$ cat src/rtl/slot_memory_responder_pkg.sv
// Shared types and constants for the slot memory responder.
//   mem_resp_state_t : responder FSM states
//   MEM_ADDR_W       : width of the mapper bus address
//   MEM_IDLE_ADDR    : address value the mapper drives when no access is in flight
//   DATA_IDLE        : open-bus value returned when there is no valid read
package slot_memory_responder_pkg;

    typedef enum logic [2:0] {
        IDLE,
        RAM_ACC,
        SRAM_ACC,
        SRAM_WAIT,
        DONE
    } mem_resp_state_t;

    localparam int unsigned           MEM_ADDR_W    = 27;
    localparam logic [MEM_ADDR_W-1:0] MEM_IDLE_ADDR = '1;
    localparam logic [7:0]            DATA_IDLE     = 8'hFF;

endpackage

$ cat src/rtl/mem_resp_timeout.sv
// Saturating 8-bit cycle counter guarding the SDRAM handshake.
//   clk_sys / reset : system clock, asynchronous active-high reset
//   clr_i           : force the count to zero (has priority over en_i)
//   en_i            : count one cycle
//   hit_o           : the increment taken this cycle reaches LIMIT
// LIMIT is meaningful in the range 0..256; the count saturates at 255.
module mem_resp_timeout #(
    parameter int unsigned LIMIT = 255
) (
    input  logic clk_sys,
    input  logic reset,
    input  logic clr_i,
    input  logic en_i,
    output logic hit_o
);

    logic [7:0] cnt_q, cnt_d;

    always_comb begin
        cnt_d = cnt_q;
        if (clr_i) begin
            cnt_d = 8'd0;
        end else if (en_i && (cnt_q != 8'hFF)) begin
            cnt_d = cnt_q + 8'd1;
        end
    end

    always_ff @(posedge clk_sys or posedge reset) begin
        if (reset) begin
            cnt_q <= 8'd0;
        end else begin
            cnt_q <= cnt_d;
        end
    end

    // Compare the post-increment value so a LIMIT-cycle wait ends on the LIMIT-th cycle.
    assign hit_o = ({1'b0, cnt_q} + 9'd1) >= 9'(LIMIT);

endmodule

$ cat src/rtl/slot_memory_responder.sv
// Responder end of the slot memory bus. Captures a mapper request on cpu_req, services it
// from SDRAM (req/ack handshake with timeout) or on-chip SRAM (1-cycle read latency), holds
// the CPU in WAIT meanwhile and returns read data to the slot data path.
//   clk_sys, reset                 : clock, asynchronous active-high reset
//   cpu_req, mem_addr, mem_rnw,
//   mem_ram_cs, mem_sram_cs, cpu_din : request from the mapper / CPU
//   sdram_req/we/addr/din, sdram_ack/dout : SDRAM controller port
//   sram_addr/we/din, sram_q       : SRAM port
//   cpu_wait                       : CPU wait request
//   data                           : read data to the slot mux (FF when no valid read)
//   timeout_err                    : sticky SDRAM timeout flag
module slot_memory_responder
    import slot_memory_responder_pkg::*;
#(
    parameter int unsigned RAM_AW  = 25,
    parameter int unsigned SRAM_AW = 18,
    parameter int unsigned TIMEOUT = 255
) (
    input  logic                  clk_sys,
    input  logic                  reset,
    input  logic                  cpu_req,
    input  logic [MEM_ADDR_W-1:0] mem_addr,
    input  logic                  mem_rnw,
    input  logic                  mem_ram_cs,
    input  logic                  mem_sram_cs,
    input  logic [7:0]            cpu_din,
    output logic                  sdram_req,
    output logic                  sdram_we,
    output logic [RAM_AW-1:0]     sdram_addr,
    output logic [7:0]            sdram_din,
    input  logic                  sdram_ack,
    input  logic [7:0]            sdram_dout,
    output logic [SRAM_AW-1:0]    sram_addr,
    output logic                  sram_we,
    output logic [7:0]            sram_din,
    input  logic [7:0]            sram_q,
    output logic                  cpu_wait,
    output logic [7:0]            data,
    output logic                  timeout_err
);

    mem_resp_state_t   state_q, state_d;
    logic [RAM_AW-1:0] addr_q, addr_d;
    logic              rnw_q, rnw_d;
    logic [7:0]        din_q, din_d;
    logic [7:0]        data_q, data_d;
    logic              sdram_req_q, sdram_req_d;
    logic              sdram_we_q, sdram_we_d;
    logic              sram_we_q, sram_we_d;
    logic              timeout_err_q, timeout_err_d;
    logic              to_hit;

    // Bits above the SDRAM window are dropped without a wrap check.
    if (RAM_AW < MEM_ADDR_W) begin : g_addr_hi
        logic unused_addr_hi;
        assign unused_addr_hi = ^mem_addr[MEM_ADDR_W-1:RAM_AW];
    end

    mem_resp_timeout #(
        .LIMIT (TIMEOUT)
    ) u_timeout (
        .clk_sys (clk_sys),
        .reset   (reset),
        .clr_i   (state_q != RAM_ACC),
        .en_i    (state_q == RAM_ACC),
        .hit_o   (to_hit)
    );

    always_comb begin
        state_d       = state_q;
        addr_d        = addr_q;
        rnw_d         = rnw_q;
        din_d         = din_q;
        data_d        = data_q;
        sdram_req_d   = sdram_req_q;
        sdram_we_d    = sdram_we_q;
        sram_we_d     = 1'b0;
        timeout_err_d = timeout_err_q;

        unique case (state_q)
            IDLE: begin
                if (cpu_req) begin
                    addr_d = mem_addr[RAM_AW-1:0];
                    rnw_d  = mem_rnw;
                    din_d  = cpu_din;
                    if (mem_sram_cs) begin
                        // SRAM wins when both selects are set.
                        state_d   = SRAM_ACC;
                        sram_we_d = !mem_rnw;
                    end else if (mem_ram_cs) begin
                        state_d     = RAM_ACC;
                        sdram_req_d = 1'b1;
                        sdram_we_d  = !mem_rnw;
                    end else begin
                        data_d = DATA_IDLE;
                    end
                end
            end
            RAM_ACC: begin
                if (sdram_ack) begin
                    if (rnw_q) begin
                        data_d = sdram_dout;
                    end
                    sdram_req_d = 1'b0;
                    sdram_we_d  = 1'b0;
                    state_d     = DONE;
                end else if (to_hit) begin
                    sdram_req_d   = 1'b0;
                    sdram_we_d    = 1'b0;
                    data_d        = DATA_IDLE;
                    timeout_err_d = 1'b1;
                    state_d       = DONE;
                end
            end
            SRAM_ACC: begin
                state_d = rnw_q ? SRAM_WAIT : DONE;
            end
            SRAM_WAIT: begin
                data_d  = sram_q;
                state_d = DONE;
            end
            DONE: begin
                state_d = IDLE;
            end
            default: begin
                state_d = IDLE;
            end
        endcase
    end

    always_ff @(posedge clk_sys or posedge reset) begin
        if (reset) begin
            state_q       <= IDLE;
            addr_q        <= '0;
            rnw_q         <= 1'b0;
            din_q         <= 8'd0;
            data_q        <= DATA_IDLE;
            sdram_req_q   <= 1'b0;
            sdram_we_q    <= 1'b0;
            sram_we_q     <= 1'b0;
            timeout_err_q <= 1'b0;
        end else begin
            state_q       <= state_d;
            addr_q        <= addr_d;
            rnw_q         <= rnw_d;
            din_q         <= din_d;
            data_q        <= data_d;
            sdram_req_q   <= sdram_req_d;
            sdram_we_q    <= sdram_we_d;
            sram_we_q     <= sram_we_d;
            timeout_err_q <= timeout_err_d;
        end
    end

    // Wait must rise in the request cycle itself, before the FSM has left IDLE.
    assign cpu_wait = (state_q == RAM_ACC) || (state_q == SRAM_ACC) || (state_q == SRAM_WAIT) ||
                      ((state_q == IDLE) && cpu_req && (mem_ram_cs || mem_sram_cs));

    assign sdram_req   = sdram_req_q;
    assign sdram_we    = sdram_we_q;
    assign sdram_addr  = addr_q;
    assign sdram_din   = din_q;
    assign sram_addr   = addr_q[SRAM_AW-1:0];
    assign sram_we     = sram_we_q;
    assign sram_din    = din_q;
    assign data        = data_q;
    assign timeout_err = timeout_err_q;

endmodule

$ cat config.mk
export PLATFORM = sky130hd
export DESIGN_NAME = slot_memory_responder
export DESIGN_NICKNAME = d
export VERILOG_FILES = /design/src/rtl/slot_memory_responder_pkg.sv /design/src/rtl/mem_resp_timeout.sv /design/src/rtl/slot_memory_responder.sv
export SDC_FILE = /design/constraint.sdc
export NUM_CORES = 1
export LEC_CHECK = 0
export BUFFER_PORTS_ARGS = -buffer_cell sky130_fd_sc_hd__clkbuf_2
export CELL_PAD_IN_SITES_DETAIL_PLACEMENT = 1
export CELL_PAD_IN_SITES_GLOBAL_PLACEMENT = 1
export CORE_MARGIN = 2
export CORE_UTILIZATION = 35
export DETAILED_ROUTE_END_ITERATION = 6
export PLACE_DENSITY_LB_ADDON = 0.1
export SLEW_MARGIN = 20
export SYNTH_ARGS = -nofsm -noshare
export SYNTH_HDL_FRONTEND = slang
export SYNTH_SLANG_ARGS = --single-unit
$ cat constraint.sdc
create_clock -name clk_sys -period 1.9 [get_ports clk_sys]
set_input_delay 0.38 -clock clk_sys [delete_from_list [all_inputs] [get_ports clk_sys]]
set_output_delay 0.38 -clock clk_sys [all_outputs]
set_load 0.02 [all_outputs]
* Word-level counts from Yosys, hierarchy flattened *
Index checks and enable logic that the tools add are counted.

word-level totals
  output and inout bits = 72
  register bits after elaboration = 57
  logic and storage cells = 72
  bits of input ports = 58

cells by class
  bitwise operators = 1
  mux-type cells = 29
  $lt $le $gt $ge = 1
  equal/unequal tests = 12
  $add $sub $neg = 2
  reductions and logical operators = 17

operators by type and width
  kind                                                                number
  2-to-1 mux 8 bit                                                    8
  case mux 8 bit (3 select lines)                                     1
  2-to-1 mux 3 bit                                                    6
  case mux 3 bit (4 select lines)                                     1
  2-to-1 mux 1 bit                                                    11
  adder 8 x 1 -> 9 bit (second input constant)                        1
  greater-or-equal comparator 9 x 8 -> 1 bit (second input constant)  1
  != test 3 bit (second input constant)                               3
  adder 8 x 1 -> 8 bit (second input constant)                        1
  != test 2 bit (second input constant)                               4
  != test 8 bit (second input constant)                               1
  == test 3 x 2 -> 1 bit (second input constant)                      2
  AND reduction 3 bit                                                 2
  AND reduction 6 bit                                                 1
  AND reduction 5 bit                                                 1
  logical OR 1 bit                                                    4
  case mux 1 bit (2 select lines)                                     2
  nonzero test 2 bit                                                  2
  == test 3 x 1 -> 1 bit (second input constant)                      1
  logical AND 1 bit                                                   3
  zero test 3 bit                                                     1
  != test 3 x 1 -> 1 bit (second input constant)                      1
  nonzero test 3 bit                                                  1
  AND reduction 2 bit                                                 1
  other kinds (2)                                                     2

* Depth between registers and ports, before layout *
Gate-level depths: netlist of run 1.

  depth in word-level cells = 5
  mapped depth = 6

* Hierarchy *
Synthesis of run 1 repeated with hierarchy kept, for this count alone.

unflattened totals
  cells, all modules = 235
  area total of the unflattened synthesis = 2,796.4 µm²

modules (own cells, without submodules)
  module                 times used  cells an instance  sequential area each (µm²)  area an instance (µm²)
  slot_memory_responder  1           180                1,236.2                     2,301.0
  mem_resp_timeout       1           55                 200.2                       495.5

* Worst setup path after synthesis of run 1 *
No wires, ideal clock.

  path kind = flip-flop to flip-flop
  start point = register u_timeout.cnt_q[0]
  end point = register sdram_req_q (netlist: sdram_req)
  slack = 0.350 ns
  period minus slack after synthesis = 1.550 ns
  setup time = 0.120 ns
  data required time = 1.780 ns
  cell stages (with the launch flop) = 6
  arrival = 1.429 ns
  cells stage by stage = dfrtp_1 > ha_1 > and3_1 > o211a_1 > o21ai_2 > a31o_2

between the ends
  longest elaborated chain between the ends = 4

ends and longest elaborated chain
  what                                        line                          RTL
  start: declaration                          mem_resp_timeout.sv:17        logic [7:0] cnt_q, cnt_d;
  start signal: assignment                    mem_resp_timeout.sv:32        cnt_q <= cnt_d;
  adder 8 x 1 -> 9 bit                        mem_resp_timeout.sv:37        assign hit_o = ({1'b0, cnt_q} + 9'd1) >= 9'(LIMIT);
  greater-or-equal comparator 9 x 8 -> 1 bit  mem_resp_timeout.sv:37
  != test 3 bit (no line)                     n/a
  AND reduction 5 bit (no line)               n/a
  end signal: assignment                      slot_memory_responder.sv:148  sdram_req_q <= sdram_req_d;
  end: declaration                            slot_memory_responder.sv:47   logic sdram_req_q, sdram_req_d;

No other way between the ends.
A chain may end at the register's enable or synchronous reset.

* Final worst setup path of run 1 *
  start point = register u_timeout.cnt_q[0]
  end point = register state_q[2]

between the ends
  longest elaborated chain between the ends = 4

ends and longest elaborated chain
  what                                        line                          RTL
  adder 8 x 1 -> 9 bit                        mem_resp_timeout.sv:37
  greater-or-equal comparator 9 x 8 -> 1 bit  mem_resp_timeout.sv:37
  != test 3 bit (no line)                     n/a
  AND reduction 3 bit (no line)               n/a
  end signal: assignment                      slot_memory_responder.sv:143  state_q <= state_d;
  end: declaration                            slot_memory_responder.sv:42   mem_resp_state_t state_q, state_d;

No other way between the ends.

==> results of run 1 <==
timing repair:
item,CTS,global route
hold endpoints to repair,0,0
gates resized for setup,0,2
endpoints found under the setup margin,0,6
through the flow:
stage | setup slack, ns | instance area (µm²) | util (%) | total power, mW | instances
floorplan | 0.134 | 2780 | - | 4.79 | 233
CTS | 0.0793 | 3550 | 46.1 | 6.66 | 450
global placement | 0.189 | 3360 | 43.7 | 5.45 | 434
global route | 0.00727 | 3550 | 46.2 | 6.99 | 450
finish | 0.151 | 3550 | 46.2 | 6.56 | 450
detailed placement | 0.0951 | 3360 | 43.7 | 5.54 | 434
routing by layer:
layer	track usage [%]	wire, µm	up-vias
met4	6.99	89	0
li1	-	-	1030
met5	0	0	-
met1	20.4	2830	1061
met2	24.9	3150	74
met3	3.38	387	9
critical path: stages, from the launching register on:
cell,delay [ns]
dfrtp_2,0.43
inv_1,0.06
ha_1,0.31
o21bai_1,0.19
o211a_1,0.25
o21ai_2,0.13
a311oi_1,0.29
cells by family after synthesis:
kind of cell,after synthesis
multiplexers,34
adder cells (fa/ha/maj),2
AND/OR/NAND/NOR,38
XOR/XNOR,3
buffers and inverters,50
AO/OA/AOI/OAI,49
flip-flops,57
layout by cell type (no fill, tap or decap), types with 2 or more instances in the layout:
cell,count
o22ai_1,8
clkbuf_8,10
xnor2_1,2
a211oi_1,3
buf_4,6
clkinv_2,3
dfstp_2,8
inv_1,13
and3b_1,2
a32oi_1,8
clkbuf_1,2
dfrtp_1,48
nand3_1,3
nand2b_1,3
buf_12,2
a21oi_1,7
a31oi_1,3
clkbuf_2,127
o21ai_0,6
mux2_2,33
nand2_1,8
and3_1,3
nor2_1,9
a31o_2,2
nand3b_1,2
nand4_1,2
cell type report:
cell class                 instances  area [µm²]
multi-input combinational        126        1020
clock inverter                     4        45.0
timing repair buffer             135         721
sequential                        57        1440
inverter                          14        52.6
tap                              102         128
fill                             908        4140
clock buffer                      12         145
power by group:
group | total (mW) | internal (mW) | leakage (nW) | switching [mW]
clock | 1.10 | 0.636 | 0.100 | 0.466
sequential | 2.16 | 1.80 | 0.676 | 0.357
combinational | 3.30 | 1.31 | 1.00 | 1.99
total | 6.56 | 3.75 | 1.78 | 2.81
sequential cells by signal (all words and copies together), names as in the netlist:
signal / cells
data: 8
sram_we: 1
timeout_err: 1
state_q: 3
u_timeout.cnt_q: 8
sdram_req: 1
sdram_addr: 25
rnw_q: 1
sdram_we: 1
sdram_din: 8
worst max-delay path by stage:
stage	end	slack, ns
2_1_floorplan	rnw_q	0.13
3_3_place_gp	sdram_req	0.19
3_5_place_dp	state_q[2]	0.1
4_1_cts	state_q[2]	0.08
5_1_grt	state_q[2]	0.007
6_report	state_q[2]	0.15
==> impl_metrics.tcl, run 1 <==
set metrics [dict create \
    fin_tns_setup_ns 0 \
    hpwl_um 4940 \
    peakVddDrop_v 0.000566 \
    dieArea_um2 8660 \
    syn_to_final_growth_pct 28.0 \
    synth_top_area_share_pct 44.2 \
    grt_max_degree 37 \
    wl_per_cell_um 14.4 \
    drive_gt1_share_pct 57.8 \
    crit_path_start "u_timeout.cnt_q[0]" \
    globalplace.congestion 0.770 \
    ios 130 \
    start_util_pct 36.1 \
    end_kind "flop" \
    drc 0 \
    regToRegEndpoint "state_q[2]" \
    yosysTopAreaCell "dfrtp_1" \
    avgSynthCellArea_um2 11.9 \
    synth_commonest_cells "dfrtp_1, mux2_2, buf_4, inv_1, nor2_1" \
    clkTransAtPathRegs_ns 0.07 \
    clock_skew_ns 0.00602 \
    drtAntennaViolNets 0 \
    synth_compound_area_share_pct 13.2 \
    core_um2 7690 \
    synth_most_common_cell "dfrtp_1" \
    h-tree-depth 3 \
    finalNetCount 403 \
    final_hold_viol_count 0 \
    rr_worst_depth 6 \
    numCtsBuffers 9 \
    synth_top_family_by_area "multiplexers" \
    via_per_inst 4.83 \
    tightest_slew_ns 0.461 \
    antenna_cells 0 \
    die_w_um 93.0 \
    yosysSeqAreaShare_pct 51.8 \
    row_count 32 \
    syn_area_um2 2780 \
    layout_min_cycle_time_ns 1.75 \
    clock_sink_count 57 \
    finalCritPeriodShare_pct 92.0 \
    p_per_area_nw_per_um2 1850 \
    slew_headroom_pct 69.2 \
    crit_arrival_ns 1.98 \
    yosys_warnings 0 \
    yosys.area_share.adder_pct 0.902 \
    cts_hold_buf 0 \
    drv_cap 0 \
    worstSetupPathType "reg -> reg" \
    antenna_found_initial 0 \
    timing.rr.start "u_timeout.cnt_q[0]" \
    path_max_fanout 7 \
    synth_fp_nets 293 \
    hold_ws_ns 0.0469 \
    hp-class "in -> async" \
    grt_pass1_vias 2144 \
    drv_slew 0 \
    setup_viol 0 \
    initialDrtViolationCount 43 \
    reg2reg_slack_ns 0.15 \
    cts_root_buf "clkbuf_8" \
    via_count 2174 \
    grt_overflow 0 \
    die_h_um 93.0 \
    synthTopCellsByArea "dfrtp_1, mux2_2, buf_4, dfstp_2, a32oi_1" \
    cts_buffer_depth 2 \
    yosys.area_share.simple_pct 7.94 \
    p_leak_nw 1.78 \
    startpoint_type "flop" \
    required_ns 2.13 \
    cts_tree "built" \
    grt_pass1_wl_um 10500 \
    postCtsSetupRepairBufs 0 \
    rsz0062_at_grt "no" \
    fmax_mhz 572 \
    synth_cell_types 45 \
    synthFlopType "dfrtp_1" \
    syn_inst 233 \
    synth_edf_count 0 \
    drt-total-wl_um 6460 \
    ys_ff_latch 57 \
    insertion_delay_ns 0.33 \
    numPortBuffers 127 \
    yosys.area_share.xor_xnor_pct 0.947 \
    firstDrtPassIters 4 \
    outcome "finished clean" \
    synth.area.mux_share_pct 13.8 \
    async_flop_share_pct 100 \
    grtUsageTotal_pct 15.6 \
]
Power figures use the tool's default switching activity.
==> run 2: changes to the inputs <==
- SKIP_LAST_GASP: not set -> 1
- SYNTH_HIERARCHICAL: not set -> 1
==> impl_metrics.tcl, run 2 <==
set metrics [dict create \
    core_um2 7730 \
    fillCellCount 876 \
    failed_checks "negative setup slack" \
    wl_per_cell_um 14.1 \
    clkTransAtPathRegs_ns 0.06 \
    globalplace.congestion 0.736 \
    async_flop_share_pct 100 \
    synth_top_area_share_pct 43.8 \
    setup_slack_ns -0.328 \
    multi_input_area_um2 1160 \
    numPortBuffers 127 \
    p_leak_nw 1.86 \
    drv_slew 0 \
    synthFlopType "dfrtp_1" \
    synthTopCellsByArea "dfrtp_1, mux2_2, buf_4, dfstp_2, o22ai_1" \
    grt_pass1_vias 2319 \
    final_area_um2 3810 \
    finalNetCount 423 \
    power_mw 6.62 \
    syn_to_final_growth_pct 36.1 \
    antenna_found_initial 0 \
    synth_commonest_cells "dfrtp_1, mux2_2, buf_4, nand2_1, nor2_1" \
    grt_pass1_wl_um 10900 \
    h-tree-depth 3 \
    synth_most_common_cell "dfrtp_1" \
    clock_skew_ns 0.00685 \
    tightest_slew_ns 0.594 \
    insertion_delay_ns 0.32 \
    hp-class "in -> async" \
    required_ns 2.15 \
    drv_cap 0 \
    grt_max_degree 26 \
    finalCritPeriodShare_pct 117 \
    crit_arrival_ns 2.48 \
    syn_area_um2 2800 \
    synth_edf_count 0 \
    cts_root_buf "clkbuf_8" \
    dieArea_um2 8720 \
    hold_ws_ns 0.0196 \
    clock_sink_count 57 \
    cts_tree "built" \
    path_max_fanout 8 \
    hpwl_um 5060 \
    final_hold_viol_count 0 \
    synth_cell_types 45 \
    post-place-ws_ns -0.447 \
    end_kind "flop" \
    slew_headroom_pct 60.4 \
    outcome "finished, violations left" \
    via_per_inst 4.76 \
    setup_viol 10 \
    rr_worst_depth 10 \
    post_dp_cell_area_um2 3580 \
    die_h_um 93.4 \
    seqCellArea_um2 1440 \
    cts_buffer_depth 2 \
    grt_overflow 0 \
    peakVddDrop_v 0.000584 \
    worstSetupPathType "reg -> reg" \
    avgSynthCellArea_um2 11.9 \
    startpoint_type "flop" \
    largest_reg_flops 25 \
    final_common_cell "clkbuf_2" \
    grtUsageTotal_pct 15.9 \
    drtAntennaViolNets 0 \
    drc 0 \
    numCtsBuffers 9 \
    yosys_warnings 6 \
    yosysTopAreaCell "dfrtp_1" \
    ios 130 \
    fmax_mhz 449 \
    p_per_area_nw_per_um2 1740 \
    antenna_cells 0 \
    syn_inst 235 \
    initialDrtViolationCount 89 \
    rsz0062_at_grt "yes" \
    start_util_pct 36.2 \
    yosysSeqAreaShare_pct 51.4 \
    die_w_um 93.4 \
    layout_min_cycle_time_ns 2.23 \
    synth_fp_nets 295 \
    via_count 2235 \
    drive_gt1_share_pct 63.9 \
    firstDrtPassIters 4 \
    drt-total-wl_um 6610 \
    row_count 32 \
    ys_ff_latch 57 \
    layout_common_cells "clkbuf_2, dfrtp_1, mux2_2, buf_4, clkbuf_8" \
]
## run 2: cell types whose count changed in the layout (fill, tap and decap cells not counted), moves of 3 or more
cell / previous run / this run
nand2_1: 8 / 11
a211oi_1: 3 / 0
nor3_1: 1 / 4
mux2_4: 0 / 8
nand3_1: 3 / 6
a32oi_1: 8 / 0
inv_1: 13 / 5
buf_4: 6 / 23
## run 2: final timing paths
kind | from | to | slack, ns
setup / recovery | u_timeout/cnt_q[1] | data[1] | -0.33
hold / removal | reset | u_timeout/cnt_q[3] | 0.02
setup reg to reg | u_timeout/cnt_q[1] | data[1] | -0.33
hold reg to reg | sdram_addr[23] | sdram_addr[23] | 0.50
max in group asynchronous | reset | sdram_din[1] | 1.25
min in group clk_sys | mem_rnw | sdram_we | 0.26
## run 2: where the power goes
group	leakage [nW]	internal, mW	total (mW)	switching [mW]
registers	0.681	1.80	2.19	0.393
clock network	0.0927	0.579	1.04	0.464
logic	1.09	1.47	3.38	1.91
total	1.86	3.85	6.62	2.76
## run 2: cell type report
class | instances | share of cell area (%)
repair buffers | 153 | 22.8
clock buffers | 14 | 4.54
clock inverters | 2 | 0.329
multi-input cells | 134 | 30.4
well taps | 102 | 3.35
inverters | 8 | 0.789
flip-flops and latches | 57 | 37.8
## run 2: worst max-delay path, stage by stage (launching register included)
cell and delay (ns):
dfrtp_2 0.44, ha_4 0.25, nor2b_1 0.12, o22ai_1 0.10, nand3_1 0.10, a21oi_2 0.15, nor2_1 0.07, a311oi_2 0.23
a21boi_4 0.24, buf_12 0.15, mux2_4 0.29
## run 2: metal layers
layer	vias to the layer above	global-route usage, %	wire length, µm
met5	-	0	0
met4	0	5.15	74
met3	8	4.11	377
met2	67	27.8	3480
met1	1089	19.0	2680
li1	1071	-	-
## run 2: repair_timing
action | CTS | global route
hold buffers | 0 | 0
buffers inserted | 0 | 1
resized for setup | 4 | 4
setup endpoints to repair | 11 | 11
pin swaps | 0 | 1
## run 2: cell families (layout without fill, tap and decap cells)
family                   Yosys count  in the layout  synth area share (%)
adder cells (fa/ha/maj)            2              2                 0.895
AO/OA/AOI/OAI                     35             35                  8.32
XOR/XNOR                           2              2                 0.627
AND/OR/NAND/NOR                   52             52                  11.0
flip-flops                        57             57                  51.4
multiplexers                      43             43                  17.3
buffers and inverters             44            177                  10.6
## run 2: through the flow
stage               util [%]  std cells  TNS (ns)
finish                  49.3        470     -3.08
global route            49.3        470     -4.63
CTS                     48.9        469     -3.38
detailed placement      46.3        453     -4.13
global placement        46.3        453     -3.44
floorplan                  -        235     -3.21
==> run 3: changes to the inputs <==
- ABC_CLOCK_PERIOD_IN_PS: not set -> 1900
- CORE_ASPECT_RATIO: not set -> 1.2
==> impl_metrics.tcl, run 3 (synthesized netlist as in run 2, its figures left out) <==
set metrics [dict create \
    largest_reg_flops 25 \
    wl_per_cell_um 14.9 \
    multi_input_area_um2 1180 \
    drv_cap 0 \
    startpoint_type "flop" \
    rr_worst_depth 10 \
    drv_slew 0 \
    h-tree-depth 3 \
    layout_common_cells "clkbuf_2, dfrtp_1, mux2_2, buf_4" \
    layout_min_cycle_time_ns 2.28 \
    crit_family "compound AO/OA/AOI/OAI gates" \
    grt_max_degree 36 \
    die_w_um 85.6 \
    final_area_um2 3880 \
    fmax_mhz 439 \
    regToRegEndpoint "data[6]" \
    timing.rr.start "u_timeout/cnt_q[1]" \
    reg2reg_slack_ns -0.38 \
    finalCritPeriodShare_pct 120 \
    p_per_area_nw_per_um2 1780 \
    via_per_inst 4.89 \
    insertion_delay_ns 0.35 \
    grtUsageTotal_pct 16.6 \
    core_um2 7710 \
    drive_gt1_share_pct 65.0 \
    syn_to_final_growth_pct 38.8 \
    initialDrtViolationCount 29 \
    hp-class "in -> reg" \
    setup_slack_ns -0.378 \
    tightest_slew_ns 0.382 \
    numCtsBuffers 9 \
    antenna_cells 0 \
    dieArea_um2 8720 \
    failed_checks "negative setup slack" \
    holdPathEnd "sdram_addr[19]" \
    hold_path_depth 2 \
    slew_headroom_pct 74.5 \
    outcome "finished, violations left" \
    p_leak_nw 1.90 \
    globalplace.congestion 0.705 \
    crit_path_cell_trace "buf_6 > ha_4 > nor4_4 > a31oi_1 > a21oi_2 > nor2_1 > a311oi_2 > a21boi_4 > buf_12 > mux2_4" \
    cts_root_buf "clkbuf_8" \
    cts_buffer_depth 2 \
    grt_overflow 0 \
    antenna_found_initial 0 \
    hpwl_um 5180 \
    via_count 2252 \
    worstSetupPathType "reg -> reg" \
    required_ns 2.17 \
    slowest_delay_ns 0.42 \
    seqCellArea_um2 1440 \
    final_hold_viol_count 0 \
    ios 130 \
    instances_no_fill 461 \
    die_h_um 102 \
    fillCellCount 868 \
    firstDrtPassIters 4 \
    grt_pass1_vias 2226 \
    start_util_pct 36.3 \
    min_from "mem_addr[19]" \
    crit_arrival_ns 2.55 \
    clock_sink_count 57 \
    path_max_fanout 8 \
    numPortBuffers 127 \
    setup_viol 10 \
    peakVddDrop_v 0.000954 \
    drtAntennaViolNets 0 \
    post_dp_cell_area_um2 3550 \
    finalNetCount 425 \
    dp_cells 441 \
    cp.buffers_inverters 2 \
    clock_skew_ns 0.00978 \
    cp_slowest_cell "dfrtp_1" \
    row_count 35 \
    drc 0 \
    rsz0062_at_grt "yes" \
    drt-total-wl_um 6870 \
    end_kind "flop" \
    grt_pass1_wl_um 11000 \
    cts_tree "built" \
    clkTransAtPathRegs_ns 0.07 \
    final_common_cell "clkbuf_2" \
]
-- run 3: cell types whose count changed in the layout (fill, tap and decap cells not counted), sizes merged --
cell / change
bufinv: +2
clkbuf: -3
dlygate4sd3: +1
buf: +1
-- run 3: worst max path at each step --
| stage | slack (ns) | endpoint | cells past startpoint | startpoint |
|---|---|---|---|---|
| 3_5_place_dp | -0.54 | data[1] | 10 | u_timeout/cnt_q[1] |
| 3_3_place_gp | -0.39 | data[2] | 11 | u_timeout/cnt_q[0] |
| 6_report | -0.38 | data[6] | 10 | u_timeout/cnt_q[1] |
| 2_1_floorplan | -0.38 | data[0] | 10 | u_timeout/cnt_q[0] |
| 5_1_grt | -0.56 | data[6] | 10 | u_timeout/cnt_q[1] |
| 4_1_cts | -0.47 | data[6] | 11 | u_timeout/cnt_q[0] |
-- run 3: routing by layer --
layer	wire length [µm]	global-route usage, %	share of wire (%)	vias up
met1	2820	19.5	41	1087
met3	464	4.60	6.8	10
li1	-	-	-	1070
met4	121	8.06	1.8	0
met2	3470	28.2	50	85
met5	0	0	0	-
-- run 3: worst register-to-register path: cells and delay by family (launching register included) --
kind | cells | cell delay (ns)
DFF | 1 | 0.42
buffers and inverters | 2 | 0.29
adders and majority gates | 1 | 0.16
AOI/OAI and AO/OA | 4 | 0.77
muxes | 1 | 0.30
and+or+nand+nor | 2 | 0.27
-- run 3: final cells by class --
class                   count  share of cell area, %
multi-input cells         134                   30.5
flip-flops and latches     57                   37.0
clock inverters             4                   1.97
clock buffers              11                   3.90
inverters                   8                  0.773
repair buffers            155                   22.9
well taps                  92                   2.96
-- run 3: power by group --
group          internal (mW)  switching, mW
combinational           1.48           1.95
clock                  0.804          0.499
sequential              1.80          0.388
-- run 3: timing repair --
action,CTS,global route
endpoints found under the hold margin,7,0
buffers inserted,3,1
pin swaps,7,6
endpoints found under the setup margin,12,13
resized for setup,6,8
hold buffers,1,0
-- run 3: metrics by stage --
stage	hold WS [ns]	TNS, ns	total power, mW	setup WS (ns)	utilization (%)
after floorplan	0.196	-3.21	4.81	-0.378	-
after detailed placement	0.374	-5.02	5.64	-0.538	46.1
after CTS	0.237	-4.33	7.03	-0.474	49.8
after global placement	0.364	-3.58	5.54	-0.395	46.1
final	0.246	-3.49	6.92	-0.378	50.4
after global routing	0.246	-5.47	7.36	-0.564	50.4
